--- src/rtl/mnist_ctrl_fsm.sv ---
// Sequencer for the 784-32-10 MNIST MLP accelerator.
// Walks load, L1 sweep, ReLU, L2 sweep and argmax; the datapath lives elsewhere.
module mnist_ctrl_fsm #(
    parameter int IMG_SIZE = 784,
    parameter int HID_SIZE = 32,
    parameter int PRE_CYC  = 2,
    parameter int RELU_CYC = 2
) (
    input  logic       i_clk,
    input  logic       i_rst,
    input  logic       i_start,
    output logic       o_done,
    output logic       o_busy,
    output logic [1:0] o_layer_sel,
    output logic [9:0] o_row_idx,
    output logic       o_mac_en_l1,
    output logic       o_mac_clr_l1,
    output logic       o_mac_en_l2,
    output logic       o_mac_clr_l2,
    output logic       o_load_img,
    output logic       o_comp_l1,
    output logic       o_apply_relu,
    output logic       o_comp_l2,
    output logic       o_find_max,
    output logic [9:0] o_cycle_cnt
);

    typedef enum logic [3:0] {
        S_IDLE,
        S_LOAD,
        S_L1_PRE,
        S_L1_RUN,
        S_RELU,
        S_L2_PRE,
        S_L2_RUN,
        S_MAX,
        S_DONE
    } state_t;

    localparam logic [9:0] L_PRE_LAST  = 10'(PRE_CYC - 1);
    localparam logic [9:0] L_IMG_LAST  = 10'(IMG_SIZE - 1);
    localparam logic [9:0] L_RELU_LAST = 10'(RELU_CYC - 1);
    localparam logic [9:0] L_HID_LAST  = 10'(HID_SIZE - 1);
    localparam logic [9:0] L_CNT_MAX   = 10'h3FF;

    state_t     r_state;
    state_t     w_next;
    logic [9:0] r_cnt;

    always_ff @(posedge i_clk) begin
        if (i_rst) begin
            r_state <= S_IDLE;
            r_cnt   <= '0;
        end else begin
            r_state <= w_next;
            // Counter restarts on every transition and saturates rather than wrapping.
            if (w_next != r_state || r_state == S_IDLE) begin
                r_cnt <= '0;
            end else if (r_cnt != L_CNT_MAX) begin
                r_cnt <= r_cnt + 10'd1;
            end
        end
    end

    always_comb begin
        w_next       = r_state;
        o_done       = 1'b0;
        o_busy       = 1'b0;
        o_layer_sel  = 2'd0;
        o_row_idx    = 10'd0;
        o_mac_en_l1  = 1'b0;
        o_mac_clr_l1 = 1'b0;
        o_mac_en_l2  = 1'b0;
        o_mac_clr_l2 = 1'b0;
        o_load_img   = 1'b0;
        o_comp_l1    = 1'b0;
        o_apply_relu = 1'b0;
        o_comp_l2    = 1'b0;
        o_find_max   = 1'b0;
        o_cycle_cnt  = r_cnt;
        unique case (r_state)
            S_IDLE: begin
                o_cycle_cnt = 10'd0;
                if (i_start) w_next = S_LOAD;
            end
            S_LOAD: begin
                o_busy       = 1'b1;
                o_load_img   = 1'b1;
                o_mac_clr_l1 = 1'b1;
                o_mac_clr_l2 = 1'b1;
                w_next       = S_L1_PRE;
            end
            S_L1_PRE: begin
                o_busy    = 1'b1;
                o_comp_l1 = 1'b1;
                if (r_cnt == L_PRE_LAST) w_next = S_L1_RUN;
            end
            S_L1_RUN: begin
                o_busy      = 1'b1;
                o_comp_l1   = 1'b1;
                o_mac_en_l1 = 1'b1;
                o_row_idx   = r_cnt;
                if (r_cnt == L_IMG_LAST) w_next = S_RELU;
            end
            S_RELU: begin
                o_busy       = 1'b1;
                o_apply_relu = 1'b1;
                o_layer_sel  = 2'd1;
                if (r_cnt == L_RELU_LAST) w_next = S_L2_PRE;
            end
            S_L2_PRE: begin
                // Quiet cycle so the activation register captures as apply_relu falls.
                o_busy      = 1'b1;
                o_layer_sel = 2'd1;
                w_next      = S_L2_RUN;
            end
            S_L2_RUN: begin
                o_busy      = 1'b1;
                o_comp_l2   = 1'b1;
                o_mac_en_l2 = 1'b1;
                o_layer_sel = 2'd1;
                o_row_idx   = r_cnt;
                if (r_cnt == L_HID_LAST) w_next = S_MAX;
            end
            S_MAX: begin
                o_busy      = 1'b1;
                o_find_max  = 1'b1;
                o_layer_sel = 2'd2;
                w_next      = S_DONE;
            end
            S_DONE: begin
                o_done      = 1'b1;
                o_layer_sel = 2'd2;
                if (i_start) w_next = S_LOAD;
            end
            default: begin
                w_next = S_IDLE;
            end
        endcase
    end

endmodule

--- config.mk ---
export PLATFORM = sky130hd
export DESIGN_NAME = mnist_ctrl_fsm
export DESIGN_NICKNAME = d
export VERILOG_FILES = /design/src/rtl/mnist_ctrl_fsm.sv
export SDC_FILE = /design/constraint.sdc
export NUM_CORES = 1
export LEC_CHECK = 0
export CORE_UTILIZATION = 51
export CTS_BUF_LIST = sky130_fd_sc_hd__clkbuf_8
export CTS_CLUSTER_DIAMETER = 50
export DETAILED_ROUTE_END_ITERATION = 10
export MAX_ROUTING_LAYER = met4
export PLACE_DENSITY = 0.88
export SLEW_MARGIN = 20
export SYNTH_ARGS = -nofsm -noshare
export SYNTH_HDL_FRONTEND = slang
export SYNTH_SLANG_ARGS = --single-unit
--- constraint.sdc ---
create_clock -name i_clk -period 3.3 [get_ports i_clk]
set_clock_uncertainty 0.05 [all_clocks]
set_input_delay 0.33 -clock i_clk [delete_from_list [all_inputs] [get_ports i_clk]]
set_output_delay 0.33 -clock i_clk [all_outputs]
set_load 0.05 [all_outputs]
-- Word level (Yosys, flattened, before mapping)
Index checks and enable logic that the tools add are counted.
- $add $sub $neg: 1
- equal/unequal tests: 13
- muxes and demuxes: 17
- reductions and logical operators: 9
- operators by type and width (kind ; number):
    4-bit case mux with 8 select lines ; 1
    10-bit 2-to-1 mux ; 2
    4-bit 2-to-1 mux ; 5
    4-bit by 3-bit equality test with 1-bit output (second input constant) ; 4
    10-bit by 1-bit adder with 10-bit output (second input constant) ; 1
    10-bit by 1-bit equality test with 1-bit output (second input constant) ; 1
    10-bit equality test (second input constant) ; 1
    10-bit by 5-bit equality test with 1-bit output (second input constant) ; 1
    10-bit != test (second input constant) ; 1
    2-bit OR reduction ; 5
    4-bit by 2-bit equality test with 1-bit output (second input constant) ; 2
    1-bit 2-to-1 mux ; 8
    7-bit OR reduction ; 1
    4-bit by 1-bit equality test with 1-bit output (second input constant) ; 1
    4-bit equality test (second input constant) ; 1
    4-bit logical NOT ; 1
    4-bit != test ; 1
    2-bit case mux with 2 select lines ; 1
    3-bit OR reduction ; 1
    1-bit logical OR ; 1
- register bits after elaboration: 14
- input port bits: 3
- output and inout port bits: 33
- word-level logic and storage cells: 42

-- Depth between registers and ports, before layout
Gate-level depths: netlist (run 1).
- word-level depth: 6
- gate-level depth with buffers: 7
- depth with buffers taken out: 7

-- Worst setup path after synthesis (run 1)
OpenSTA, ideal clock, no wires.
- kind: register -> output
- from: register r_state[0]
- to: output o_row_idx[0]
- arrival: 3050 ps
- data required time: 2920 ps
- path slack: -130 ps
- stages on the path, launching flop included: 6
- buffers on the path: 1
- cells stage by stage: dfxtp_1 -> buf_2 -> nand2_1 -> nor3_1 -> nor2_1 -> nor2b_1
- cells in the longest elaborated chain, start to end: 3
- elaborated cells between the ends (all ways): 4
- classes of those cells: eq/ne (2); mux (1); reduce/logical (1)
- RTL lines (what ; RTL line ; RTL):
    start, declared ; 46 ; state_t r_state;
    start signal, assigned ; 55 ; r_state <= w_next;
    4-bit by 3-bit equality test with 1-bit output / 4-bit by 2-bit equality test with 1-bit output (equally long branches) ; 81 ; unique case (r_state)
    2-bit OR reduction (no line) * ; -- ;
    10-bit 2-to-1 mux * ; 81 ;
    end, declared ; 15 ; output logic [9:0] o_row_idx,
Mark *: on every way between the ends. The rest lies on a longest branch, timed or not.

-- Worst setup path after layout (run 1)
- from: register r_state[1]
- to: output o_row_idx[7]
The elaborated chain is that of the path after synthesis.

==> impl_metrics.py, run 1 <==
metrics = {
    "final_layout": {
        "nFillCells": 159,
        "n_antenna_cell": 0,
        "final_nets": 182,
        "areaGrowthSynthToFinish_pct": 35.5,
        "drive_above_1_share": 0.114,
        "fin_util": 0.749,
    },
    "die": {
        "ios": 36,
        "placementRows": 16,
        "die_h_um": 48.6,
        "core_um2": 2000,
        "start_util": 0.553,
        "die_area_um2": 2360,
        "die_w_um": 48.6,
    },
    "synthesis": {
        "synth_top_area_frac": 0.253,
        "yosys_warnings": 0,
        "yosys_register_bits": 14,
        "synth-seq-area-share": 0.253,
        "synthFlopType": "dfxtp_1",
        "syn_avg_cell_area_um2": 7.58,
        "async_flop_share": 0,
        "synthesis.nets": 151,
        "ys_types": 41,
        "synth_edf_count": 0,
        "synthTopCellsByArea": "dfxtp_1 (25%), nor2b_1 (10%), nor2_1 (7.8%)",
        "synthesis.instances": 146,
        "syn_area_um2": 1110,
        "yosys.area.top_type": "dfxtp_1",
    },
    "run_status": {
        "status": "complete, no violations",
    },
    "route": {
        "wl_per_cell_um": 14.0,
        "drt_iter0_markers": 48,
        "wl_met2_mm": 1.43,
        "drt-met1-wl_mm": 1.26,
        "dr.max_layer_used": "met4",
        "vias": 1148,
        "routed-wl-met3_um": 101,
        "route.detailed.drc": 0,
        "firstDrtPassIters": 4,
        "drt_wl_total_mm": 2.83,
        "ant_nets": 0,
        "via_per_inst": 5.66,
    },
    "clock_network": {
        "cts.repair.resized": 0,
        "clk_path_buf_depth": 2,
        "ctsHoldBuffers": 0,
        "clkTransAtPathRegs_ns": 0.06,
        "root_buffer": "clkbuf_8",
        "htreeDepth": 1,
        "cts.sinks": 14,
        "cts_buffers": 3,
        "tritoncts": "built",
        "clk-insertion-delay-late_ns": 0.25,
        "cts_setup_buffers": 0,
    },
    "pwr": {
        "p_seq_frac": 0.406,
        "p_int_uw": 315,
        "netSwitchingFraction": 0.302,
        "p_comb_frac": 0.214,
        "p_sw_uw": 136,
        "leakage_uw": 0.000489,
        "power_frac_clock": 0.380,
        "vdd_drop_max_uv": 337,
        "p_per_area_nw_per_um2": 301,
    },
    "timing": {
        "holdWs_ns": 0.535,
        "fin_tns_setup_ns": 0,
        "hold_viol": 0,
        "setup-violations-final": 0,
        "rsz0062_at_grt": "false",
        "min_period_over_period": 0.909,
        "slew_headroom": 0.467,
        "worstMarginPinSlew_ns": 0.792,
        "fmax_mhz": 333,
        "finalCriticalPeriod_ns": 3.00,
        "slew_violations": 0,
    },
    "min_path": {
        "hold_class": "flop to flop",
    },
    "global_route": {
        "grt_antenna_before_repair": 0,
        "grt.overflow.total": 0,
        "track_usage": 0.260,
        "grt_start_max_net_pins": 16,
        "grt_pass1_vias": 1062,
        "grt_pass1_wl_mm": 4.69,
    },
    "flow_run": {
        "maxCapViolations": 0,
    },
    "critical_path": {
        "endpoint_kind": "output port",
        "cp_max_fo": 15,
        "cp-start-kind": "flop",
        "worstPathRequired_ns": 2.92,
        "crit_type": "flop to output port",
        "arrival_ns": 2.62,
    },
    "place": {
        "gp_congestion": 0.930,
        "dp_hpwl_mm": 2.09,
        "portBuffers": 35,
    },
}
synth_stat cells (2+ instances only):
cell and n:
nor3_1 5, nor2b_1 18, nand2_1 9, dfxtp_1 14
xor2_1 2, a211oi_2 2, or3_1 3, o21ai_0 3
buf_4 3, nor2_1 23, nand2b_1 3, ha_1 2
nand3_1 8, or2_2 5, mux2i_1 2, nand4_1 2
inv_1 5, and2_1 3, a21oi_1 8, buf_2 2
clkbuf_1 4
path summary, 6_finish.rpt:
check                           cells after the start       start  slack [ns]           end
worst max-delay path                                5  r_state[1]        0.30  o_row_idx[7]
worst min-delay path                                2    r_cnt[5]        0.53      r_cnt[5]
worst max register to register                      6    r_cnt[0]        1.06      r_cnt[8]
worst min register to register                      2    r_cnt[5]        0.53      r_cnt[5]
placed cells by master (no fill, tap or decap), types with 2 or more instances in the layout:
cell,n
nor3_1,4
nor3_2,2
mux2i_1,2
and2_1,3
nand3_1,8
nor2b_1,18
o21ai_0,3
nand2b_1,3
dfxtp_1,14
a21oi_1,8
nand4_1,2
nor2_1,23
ha_1,2
inv_1,5
or2_2,5
xor2_1,2
clkbuf_8,4
nand2_1,9
clkdlybuf4s50_1,35
a211oi_2,2
or3_1,3
power by group through the flow:
stage                     clock network [µW]  registers (µW)  logic [µW]
after CTS                                173             183        97.0
after global routing                     181             185         102
final                                    171             183        96.5
after detailed placement                   0             186        96.7
after floorplan                            0             180        76.9
after global placement                     0             186        94.7
layout make-up:
class | instances | area (µm²) | share of cell area
multi-input combinational | 117 | 754 | 0.503
timing repair buffer | 36 | 358 | 0.239
sequential | 14 | 280 | 0.187
clock buffer | 4 | 55.1 | 0.0367
tap | 27 | 33.8 | 0.0225
inverter | 5 | 18.8 | 0.0125
stage by stage:
step | power, µW | area, µm² | instances | setup slack, ns
global route | 468 | 1500 | 203 | 0.143
CTS | 453 | 1500 | 203 | 0.340
detailed placement | 283 | 1450 | 199 | 0.610
global placement | 280 | 1450 | 199 | 0.684
floorplan | 257 | 1110 | 146 | 0.513
finish | 451 | 1500 | 203 | 0.300
worst max-delay path, cell delays in order (launching register included):
cell,delay [ns]
dfxtp_1,0.60
nand2_1,0.14
nor3_2,0.36
nor2_1,0.27
nor2b_1,0.19
clkdlybuf4s50_1,0.82
sequential cells by signal, indices dropped and copies added (netlist names):
register / count
r_cnt: 10
r_state: 4
logic make-up after synthesis:
| kind of cell | count (synthesis) | share of synthesized area |
|---|---|---|
| mux | 3 | 0.0282 |
| compound gates | 23 | 0.186 |
| fa+ha+maj | 2 | 0.0226 |
| xor+xnor | 3 | 0.0237 |
| flops | 14 | 0.253 |
| simple gates | 86 | 0.416 |
| buf+inv | 15 | 0.0701 |
metal layers:
layer / track usage / vias up
met1: 0.296 / 542
met2: 0.453 / 35
met5: - / -
li1: - / 563
met4: 0.0882 / 0
met3: 0.0535 / 8
Note: power is estimated with default switching activity, not from simulation.
==> inputs of run 2 (changes only) <==
--- a/config.mk
+++ b/config.mk
@@ -9,8 +9,10 @@
 export CTS_BUF_LIST = sky130_fd_sc_hd__clkbuf_8
 export CTS_CLUSTER_DIAMETER = 50
 export DETAILED_ROUTE_END_ITERATION = 10
+export GPL_ROUTABILITY_DRIVEN = 0
 export MAX_ROUTING_LAYER = met4
 export PLACE_DENSITY = 0.88
+export REMOVE_ABC_BUFFERS = 1
 export SLEW_MARGIN = 20
 export SYNTH_ARGS = -nofsm -noshare
 export SYNTH_HDL_FRONTEND = slang
==> run 2 against run 1 <==
Against the previous run: clock-buffer cell count decreased by 1; flip-flop and latch count unchanged; sequential share of layout area is essentially flat; non-clock buffer count up 2; critical path type unchanged; die area unchanged; sequential power barely moved; worst setup slack improved by 0.066 ns; maximum frequency increased by 2.2%; cell count rose by 0.49%.
==> impl_metrics.py, run 2 (synthesis results as in run 1) <==
metrics = {
    "global_route": {
        "grt_antenna_before_repair": 0,
        "track_usage": 0.246,
        "grt.overflow.total": 0,
        "grt_pass1_vias": 990,
        "grt_pass1_wl_mm": 4.51,
        "grt_start_max_net_pins": 16,
    },
    "clock_network": {
        "clkTransAtPathRegs_ns": 0.06,
        "tritoncts": "built",
        "cts.repair.resized": 0,
        "cts_buffers": 3,
        "htreeDepth": 1,
        "clk_path_buf_depth": 2,
        "root_buffer": "clkbuf_8",
        "cts_setup_buffers": 0,
        "cts.sinks": 14,
        "clk-insertion-delay-late_ns": 0.24,
        "ctsHoldBuffers": 0,
    },
    "critical_path": {
        "arrival_ns": 2.55,
        "slowest_stage": "clkdlybuf4s50_1",
        "cp-start-kind": "flop",
        "cp_num_buf_inv": 2,
        "reg2reg_slack_ns": 1.12,
        "worstPathCellList": "nand4bb_1, inv_1, nor2_1, nor2b_1, clkdlybuf4s50_1",
        "crit_start": "r_state[3]",
        "ff2ff_path_depth": 6,
        "crit_type": "flop to output port",
        "cp_max_fo": 15,
        "crit_family": "simple AND/OR/NAND/NOR gates",
        "slowest_delay_ns": 0.73,
        "r2r-end": "r_cnt[0]",
        "worstPathRequired_ns": 2.92,
        "timing.rr.start": "r_cnt[0]",
        "endpoint_kind": "output port",
    },
    "timing": {
        "hold_viol": 0,
        "slew_headroom": 0.554,
        "finalCriticalPeriod_ns": 2.93,
        "min_period_over_period": 0.889,
        "holdWs_ns": 0.550,
        "fmax_mhz": 341,
        "rsz0062_at_grt": "false",
        "slew_violations": 0,
        "setup-violations-final": 0,
        "worstMarginPinSlew_ns": 0.667,
    },
    "min_path": {
        "holdCritStartpoint": "r_cnt[5]",
        "hold_class": "flop to flop",
        "whs_endpoint": "r_cnt[5]",
        "min_path_cells": 2,
    },
    "place": {
        "dpl_cell_area_um2": 1460,
        "dp_hpwl_mm": 2.00,
        "portBuffers": 35,
        "dpl.cell_count": 201,
    },
    "pwr": {
        "vdd_drop_max_uv": 293,
        "p_per_area_nw_per_um2": 281,
        "leakage_uw": 0.000488,
    },
    "final_layout": {
        "nFillCells": 156,
        "stdcell_count": 204,
        "mostFrequentLayoutCells": "clkdlybuf4s50_1 (35), nor2_1 (23), nor2b_1 (18)",
        "largestRegisters": "r_cnt x10, r_state x4",
        "drive_above_1_share": 0.113,
        "fin_util": 0.748,
        "final_nets": 184,
        "largest_register_ffs": 10,
        "n_antenna_cell": 0,
        "final_cell_area_um2": 1500,
        "areaGrowthSynthToFinish_pct": 35.1,
        "mostFrequentLayoutCell": "clkdlybuf4s50_1",
        "top_register": "r_cnt",
    },
    "route": {
        "ant_nets": 0,
        "wl_per_cell_um": 13.0,
        "route.detailed.drc": 0,
        "drt_iter0_markers": 29,
        "dr.max_layer_used": "met4",
        "drt-met1-wl_mm": 1.15,
        "drt_wl_total_mm": 2.65,
        "firstDrtPassIters": 4,
        "via_per_inst": 5.60,
        "wl_met2_mm": 1.30,
        "vias": 1142,
        "routed-wl-met3_um": 183,
    },
    "die": {
        "start_util": 0.553,
        "ios": 36,
        "core_um2": 2000,
        "die_area_um2": 2360,
        "die_h_um": 48.6,
        "die_w_um": 48.6,
        "placementRows": 16,
    },
    "flow_run": {
        "maxCapViolations": 0,
    },
    "run_status": {
        "status": "complete, no violations",
    },
}
-- run 2: cell types whose count changed in the layout (fill, tap and decap cells not counted), sizes merged --
cell	previous run	this run
buf	1	3
clkbuf	4	3
-- run 2: stage by stage --
| stage | setup slack (ns) | power (µW) | TNS (ns) |
|---|---|---|---|
| finish | 0.366 | 421 | 0 |
| detailed placement | 0.613 | 285 | 0 |
| floorplan | -0.693 | 251 | -3.87 |
| CTS | 0.350 | 422 | 0 |
| global route | 0.196 | 436 | 0 |
| global placement | 0.733 | 284 | 0 |
-- run 2: worst max path at each step --
| stage | to | slack [ns] | depth (start not counted) |
|---|---|---|---|
| final | o_row_idx[6] | 0.37 | 5 |
| after global routing | o_row_idx[7] | 0.20 | 5 |
| after CTS | o_row_idx[6] | 0.35 | 5 |
| after detailed placement | o_row_idx[6] | 0.61 | 5 |
| after global placement | o_row_idx[8] | 0.73 | 5 |
| after floorplan | o_load_img | -0.69 | 2 |
-- run 2: layout make-up --
class / instances / area, µm² / area share
clock buffers: 3 / 41.3 / 0.0276
inverters: 5 / 18.8 / 0.0125
multi-input cells: 117 / 749 / 0.501
flip-flops and latches: 14 / 280 / 0.187
well taps: 27 / 33.8 / 0.0226
repair buffers: 38 / 373 / 0.249
-- run 2: report_power, final --
part / switching [µW] / internal (µW) / total [µW]
registers: 7.56 / 173 / 180
logic: 63.0 / 38.2 / 101
clock network: 58.3 / 80.7 / 139
-- run 2: layer usage --
metal | vias to the layer above | global-route usage
li1 | 563 | -
met1 | 526 | 0.322
met2 | 49 | 0.392
met3 | 4 | 0.0189
met4 | 0 | 0.103
met5 | - | -
-- run 2: tightest hold or removal path, delay by kind of cell (launching register included) --
family	cells	cell delay [ns]
and+or+nand+nor	2	0.20
DFF	1	0.36
